### src/rtl/inv.sv
// 1-bit half subtractor (x - y) with a registered copy of the result and a
// saturating counter of enabled borrow cycles for downstream monitoring.
module inv #(
    parameter int CNT_W = 8
) (
    input  logic             clk,
    input  logic             rst_n,
    input  logic             en,
    input  logic             clr,
    input  logic             x,
    input  logic             y,
    output logic             d,
    output logic             b,
    output logic             d_q,
    output logic             b_q,
    output logic             vld,
    output logic [CNT_W-1:0] borrow_cnt,
    output logic             cnt_sat
);

    localparam logic [CNT_W-1:0] CNT_MAX = '1;

    assign d = x ^ y;
    assign b = ~x & y;

    always_ff @(posedge clk or negedge rst_n) begin
        if (!rst_n) begin
            d_q <= 1'b0;
            b_q <= 1'b0;
            vld <= 1'b0;
        end else begin
            if (en) begin
                d_q <= d;
                b_q <= b;
            end
            vld <= en;
        end
    end

    // en is tested first so an unknown x/y cannot reach the counter while idle.
    always_ff @(posedge clk or negedge rst_n) begin
        if (!rst_n) begin
            borrow_cnt <= '0;
            cnt_sat    <= 1'b0;
        end else if (clr) begin
            borrow_cnt <= '0;
            cnt_sat    <= 1'b0;
        end else if (en && b && (borrow_cnt != CNT_MAX)) begin
            borrow_cnt <= borrow_cnt + CNT_W'(1);
            if (borrow_cnt == CNT_MAX - CNT_W'(1)) begin
                cnt_sat <= 1'b1;
            end
        end
    end

endmodule

### config.mk
export PLATFORM = sky130hd
export DESIGN_NAME = inv
export DESIGN_NICKNAME = d
export VERILOG_FILES = /design/src/rtl/inv.sv
export SDC_FILE = /design/constraint.sdc
export NUM_CORES = 1
export LEC_CHECK = 0
export CAP_MARGIN = 15
export CELL_PAD_IN_SITES_DETAIL_PLACEMENT = 2
export CELL_PAD_IN_SITES_GLOBAL_PLACEMENT = 2
export CORE_AREA = 10 10 55 57
export CTS_CLUSTER_SIZE = 10
export DETAILED_ROUTE_END_ITERATION = 8
export DIE_AREA = 0 0 65 67
export DONT_BUFFER_PORTS = 1
export HOLD_SLACK_MARGIN = 0.03
export PLACE_DENSITY_LB_ADDON = 0.1
export SLEW_MARGIN = 40
export SYNTH_ARGS = -nofsm -noshare
export SYNTH_HDL_FRONTEND = slang
export SYNTH_SLANG_ARGS = --single-unit
### constraint.sdc
create_clock -name clk -period 1.7 [get_ports clk]
set_input_delay 0.255 -clock clk [delete_from_list [all_inputs] [get_ports clk]]
set_output_delay 0.255 -clock clk [all_outputs]
set_load 0.005 [all_outputs]
Word level (Yosys, flattened, before mapping)
Cells that the tools add are included.
{ "classes": {"add_sub_neg": 1, "bitwise_logic": 3, "n_reduce_logical": 5, "n_mux": 5, "n_eq_ne": 2} }
{ "op_table": {"columns": ["cell", "n"], "rows": [
  ["$mux 8", 2],
  ["$add 8x1->8 const B", 1],
  ["$eq 8x8->1 const B", 1],
  ["$ne 8x8->1 const B", 1],
  ["$reduce_bool 2->1", 2],
  ["$mux 1", 3],
  ["$logic_and 1x1->1", 2],
  ["$reduce_and 2->1", 1],
  ["$and 1x1->1", 1],
  ["$not 1->1", 1],
  ["$xor 1x1->1", 1]
]} }
{ "totals": {"in_bits": 6, "output_inout_bits": 14, "register_bits": 12, "word_cells": 21} }

Depth between registers and ports, before layout
Gate-level depths: netlist of run 1.
{ "depth": {"ltp_word": 6, "ltp_mapped": 6, "mapped_depth_nobuf": 5} }

Worst setup path after synthesis of run 1
OpenSTA, ideal clock, no wires.
{ "synth_timing": {"kind": "register -> register", "from": "register borrow_cnt[0]", "to": "register borrow_cnt[0]", "path_buffers": 0, "arrival_ps": 1295, "period_less_slack_ps": 1420, "slack_ps": 280, "required_ps": 1575, "stages_incl_launch_ff": 5, "path_cell_list": "dfrtp_1 ha_1 and3_1 a21o_1 mux2_4"} }
{ "synth_between": {"elab_chain_len": 3} }
{ "synth_rtl": {"columns": ["item", "line", "text"], "rows": [
  ["start, declared", "17", "output logic [CNT_W-1:0] borrow_cnt,"],
  ["start signal, assigned", "49", "borrow_cnt <= borrow_cnt + CNT_W'(1);"],
  ["$add 8x1->8 / $ne 8x8->1 (equally long branches)", "49, 48", null],
  ["$mux 8 / $logic_and 1x1->1 (equally long branches)", "48", "end else if (en && b && (borrow_cnt != CNT_MAX)) begin"],
  ["$mux 8 / $reduce_bool 2->1 (equally long branches)", null, null]
]} }
Several ways; a longest one is shown, not always the timed one. The select of a mux whose other input is x is not followed.
A chain may end at the register's enable or synchronous reset.

Worst setup path in the final report of run 1
Same ends and word-level chain as after synthesis.

==> impl_metrics.ini, run 1 <==
[logic_synthesis]
yosys.cell_count.top_type = dfrtp_1
synth_top_area_cell = dfrtp_1
synth.top_cells.by_area = dfrtp_1, ha_1, and4b_1
netlist-cell-type-count = 28
synth_compound_area_share_pct = 13.8
synthFlopType = dfrtp_1
yosys.area_share.simple_pct = 24.1
synth_enable_flop_cells = 0
netlist_instances = 65
yosysWarnings = 0
syn_avg_cell_area_um2 = 10.1
yosys_register_bits = 12
synth_fa_ha_area_share_pct = 5.74
synth_top_cells_by_count = dfrtp_1, inv_1, a21oi_1, and3_1
syn_nets = 74
synth_sequential_area_ratio_pct = 45.9
post_synth_mux_area_share_pct = 4.02
main_combinational_cell_family_by_area_after_synthesis = simple AND/OR/NAND/NOR gates
synth_top_area_share_pct = 45.9
ys_async_sr_fraction_pct = 100
synthXorXnorAreaFrac_pct = 0
synth.cell_area_um2 = 654

[detailed_routing]
dr_total_vias = 528
count_of_routing_violations_after_the_opening_detailed_route_iteration = 12
drc_errors = 0
route.detailed.vias_per_inst = 5.39
drtAntennaViolNets = 0
drtPass1Iterations = 2
wl_per_cell_um = 19.1
totalWireLength_um = 1870

[timing]
final.setup.tns_ns = 0
timing.final.crit_period_ns = 1.45
rsz_0062_raised_after_global_routing = false
worst_clock_skew_ns = 0.00407
tightest_slew_ns = 0.564
min_period_over_period_pct = 85.1
finalSetupViolations = 0
slew-limit-headroom_pct = 62.3
final_hold_viol_count = 0
report.final.slew_viol_count = 0
max_freq_ghz = 0.692

[cells_and_area]
stdcell_count = 98
syn_to_final_growth_pct = 13.6
fillCellCount = 218
multi_input_logic_area_um2 = 312
final-seq-area_um2 = 300
diodes = 0
post_route_cells_drive_above_1_share_pct = 11.3
finish.net_count = 82
postLayoutCoreUtil_pct = 38.3
finalInstanceArea_um2 = 743

[die]
design.die.area_um2 = 4360
die_y_um = 67
floorplan.rows = 16
ios = 20
start_util_pct = 33.7
fp.dieW_um = 65
floorplan.core_area_um2 = 1940

[worst_setup_path]
worstSetupEndpointType = flop
critical_path_cell_by_cell = ha_1 > and3_1 > a21o_1 > mux2_4
worst_setup_path_start_kind = flop
worst_ep_arrival_time_ns = 1.61
critPathTopFamily = flip-flops
cp_data_required_time_ns = 1.86
worstPathMaxFanout = 4
slowest_stage = dfrtp_1
cp_slowest_stage_delay_ns = 0.39
timing.critical_path.buf_inv = 0
worst_setup_path_type = reg2reg

[clocking]
post_cts.resized_instances = 0
clock_path_buffers = 2
numCtsBuffers = 3
tritoncts_clock_tree = done
clock-sinks = 12
ctsHtreeMaxLevel = 1
setup_buffers_after_cts = 0
cts_hold_buffers = 2
clkSlewWorstSetupHoldPaths_ns = 0.07
clk_root_buffer_cell = clkbuf_4
clock_latency_ns = 0.27

[placed_design]
dpl.cell_count = 92
globalplace.congestion = 0.709
port_buffers = 0
post_dp_cell_area_um2 = 691
dpl.hpwl_um = 1420

[global_routing]
global_route_wire_length_before_repair_um = 3110
grt_max_degree = 13
globalRouteTotalUtil_pct = 9.21
first_global_vias = 573
antenna_found_initial = 0
gr-total-overflow = 0

[power_and_ir_drop]
power.static_leakage_nw = 0.353
worst_supply_voltage_drop_on_vdd_uv = 291
power_density_nw_per_um2 = 699

[flow_run]
cap_violations = 0

[hold_path]
hold_path_class = in2reg

[run_status]
status = completed
registers in the layout (all words and copies together), names as in the netlist:
signal and count:
d_q 1, vld 1, cnt_sat 1, b_q 1, borrow_cnt 8
cells in the final DEF, fill, tap and decap left out:
cell,count
a21o_1,1
dfrtp_1,12
dlygate4sd3_1,3
mux2_4,1
nor2b_1,2
and4_1,2
a211oi_1,2
nor4_1,1
o21bai_1,2
and3_1,4
o21ai_0,1
nand2b_1,1
nand3_1,1
a31oi_1,3
mux2_2,1
and2_1,1
nor2_1,3
nor3b_1,1
ha_1,3
and4b_1,3
nand4_1,2
inv_1,6
nand2_1,2
nor3_1,2
a311oi_1,1
buf_4,3
a21oi_1,4
clkbuf_4,3
cells by family after synthesis:
| group | after synthesis |
|---|---|
| adders and majority gates | 3 |
| muxes | 2 |
| and+or+nand+nor | 25 |
| AOI/OAI and AO/OA | 14 |
| buffers and inverters | 9 |
| DFF | 12 |
where the power goes:
part / internal (mW) / total, mW / switching, mW
Clock: 0.0819 / 0.174 / 0.0917
Sequential: 0.294 / 0.301 / 0.00653
Combinational: 0.0209 / 0.0446 / 0.0237
metrics by stage:
step           power (mW)  hold WS [ns]  setup slack (ns)
2_1_floorplan       0.331       -0.0406             0.280
3_3_place_gp        0.339       -0.0401             0.304
3_5_place_dp        0.341       -0.0400             0.264
4_1_cts             0.524        0.0332             0.252
5_1_grt             0.551        0.0294             0.176
6_report            0.519        0.0422             0.254
final timing paths:
| check | from | end | slack, ns | cells past startpoint |
|---|---|---|---|---|
| worst max register to register | borrow_cnt[0]$_DFFE_PN0P_ | borrow_cnt[0]$_DFFE_PN0P_ | 0.25 | 4 |
| worst max-delay path | borrow_cnt[0]$_DFFE_PN0P_ | borrow_cnt[0]$_DFFE_PN0P_ | 0.25 | 4 |
| max in group asynchronous | rst_n | d_q$_DFFE_PN0P_ | 0.92 | 1 |
| worst min register to register | cnt_sat$_DFFE_PN0P_ | cnt_sat$_DFFE_PN0P_ | 0.56 | 2 |
| min in group asynchronous | rst_n | borrow_cnt[5]$_DFFE_PN0P_ | 0.41 | 1 |
| worst min-delay path | clr | borrow_cnt[1]$_DFFE_PN0P_ | 0.04 | 1 |
metal layers:
| metal | track usage [%] | vias to the layer above | wire length (µm) |
|---|---|---|---|
| li1 | - | 252 | - |
| met4 | 5.35 | 0 | 47 |
| met5 | 0 | - | 0 |
| met3 | 4.35 | 4 | 124 |
| met2 | 15.3 | 10 | 910 |
| met1 | 9.37 | 262 | 790 |
layout make-up:
class / instances / share of cell area [%]
Multi-Input combinational cell: 44 / 41.9
Sequential cell: 12 / 40.4
Timing Repair Buffer: 6 / 7.07
Tap cell: 27 / 4.55
Clock buffer: 3 / 3.03
Inverter: 6 / 3.03
Power figures use the tool's default switching activity.
==> run 2: changes to the inputs <==
RECOVER_POWER = 100   (was unset)
==> run 2 against run 1 <==
Net effect:
- first-iteration DRC count unchanged
- critical path type unchanged
- largest cell class unchanged
- global-route usage unchanged
- via count up 1.1%
- wire length fell by 0.53%
- register-to-register slack about the same
==> impl_metrics.ini, run 2 (synthesized netlist as in run 1, its figures left out) <==
[worst_setup_path]
worstSetupEndpointType = flop
worst_setup_path_start_kind = flop
worstPathMaxFanout = 4
worst_ep_arrival_time_ns = 1.61
worst_setup_path_type = reg2reg
cp_data_required_time_ns = 1.86
rrSetupSlack_ns = 0.24
rr_endpoint = borrow_cnt[0]$_DFFE_PN0P_
worstSetupStartpoint = borrow_cnt[0]$_DFFE_PN0P_
rr_worst_depth = 4
crit-reg2reg-launch = borrow_cnt[0]$_DFFE_PN0P_

[global_routing]
gr-total-overflow = 0
grt_max_degree = 13
globalRouteTotalUtil_pct = 9.21
antenna_found_initial = 0
first_global_vias = 573
global_route_wire_length_before_repair_um = 3110

[hold_path]
timing.hold.worst.start = clr
hold_path_class = in2reg
min_delay_worst_endpoint = borrow_cnt[1]$_DFFE_PN0P_
worst_hold_path.num_cells = 1

[cells_and_area]
layout_commonest_cell = dfrtp_1
multi_input_logic_area_um2 = 308
post_route_cells_drive_above_1_share_pct = 5.63
syn_to_final_growth_pct = 11.3
final-seq-area_um2 = 300
diodes = 0
finish.net_count = 82
layout.cells.most_common_list = dfrtp_1, inv_1, and3_1, a21oi_1
largest_register_ff_count = 8
top_register = borrow_cnt
fillCellCount = 224

[power_and_ir_drop]
worst_supply_voltage_drop_on_vdd_uv = 291
power_uw = 516
power_density_nw_per_um2 = 708
power.static_leakage_nw = 0.338

[timing]
worst_clock_skew_ns = 0.00401
report.final.slew_viol_count = 0
timing.final.crit_period_ns = 1.46
final_hold_viol_count = 0
rsz_0062_raised_after_global_routing = false
finalSetupViolations = 0
final.setup.tns_ns = 0
min_period_over_period_pct = 85.8
tightest_slew_ns = 0.558
slew-limit-headroom_pct = 62.6
max_freq_ghz = 0.686

[detailed_routing]
dr_total_vias = 534
count_of_routing_violations_after_the_opening_detailed_route_iteration = 12
drtAntennaViolNets = 0
drtPass1Iterations = 2
totalWireLength_um = 1860
drc_errors = 0
route.detailed.vias_per_inst = 5.45
wl_per_cell_um = 19.0

[run_status]
status = completed

[clocking]
clock_latency_ns = 0.27
numCtsBuffers = 3
clock-sinks = 12
clock_path_buffers = 2
clk_root_buffer_cell = clkbuf_4
cts_hold_buffers = 2
clkSlewWorstSetupHoldPaths_ns = 0.07
ctsHtreeMaxLevel = 1
tritoncts_clock_tree = done
post_cts.resized_instances = 0
setup_buffers_after_cts = 0

[die]
ios = 20
die_y_um = 67
floorplan.rows = 16
floorplan.core_area_um2 = 1940
design.die.area_um2 = 4360
start_util_pct = 33.7
fp.dieW_um = 65

[flow_run]
cap_violations = 0

[placed_design]
dpl.hpwl_um = 1420
port_buffers = 0
globalplace.congestion = 0.709
-- run 2: cell types whose count changed in the layout (fill, tap and decap cells not counted), sizes merged --
cell / previous run / this run
buf: 3 / 0
clkbuf: 3 / 6
-- run 2: worst max-delay path by stage --
stage	endpoint	slack (ns)	cells past startpoint
6_report	borrow_cnt[0]$_DFFE_PN0P_	0.24	4
5_1_grt	borrow_cnt[1]$_DFFE_PN0P_	0.13	6
4_1_cts	borrow_cnt[0]$_DFFE_PN0P_	0.25	4
3_5_place_dp	borrow_cnt[0]$_DFFE_PN0P_	0.26	4
3_3_place_gp	borrow_cnt[0]$_DFFE_PN0P_	0.30	3
2_1_floorplan	borrow_cnt[0]$_DFFE_PN0P_	0.28	4
-- run 2: cell type report --
class                   count  share of cell area (%)
multi-input cells          44                    42.3
clock buffers               3                    3.09
flip-flops and latches     12                    41.2
repair buffers              6                    5.67
well taps                  27                    4.64
inverters                   6                    3.09
-- run 2: where the power goes --
group	switching (mW)	internal [mW]	leakage [nW]
clock network	0.0916	0.0819	0.0138
registers	0.00647	0.294	0.161
logic	0.0234	0.0176	0.162
total	0.122	0.394	0.338
-- run 2: through the flow --
stage	cell area, µm²	hold slack (ns)	utilization, %	setup slack, ns	cells
after global routing	728	0.0294	37.5	0.132	98
after detailed placement	691	-0.0400	35.6	0.264	92
final	728	0.0422	37.5	0.242	98
after global placement	691	-0.0401	35.6	0.304	92
after CTS	733	0.0332	37.8	0.252	97
after floorplan	654	-0.0406	-	0.280	65
-- run 2: critical path, stage by stage (launching register included) --
cell and delay [ns]:
dfrtp_1 0.39, ha_1 0.24, and3_1 0.20, a21o_1 0.21, mux2_1 0.31
-- run 2: per-layer routing --
layer	track usage, %	share of wire, %
met3	4.35	6.8
met1	9.37	42
met4	5.35	2.5
met2	15.3	49
met5	0	0
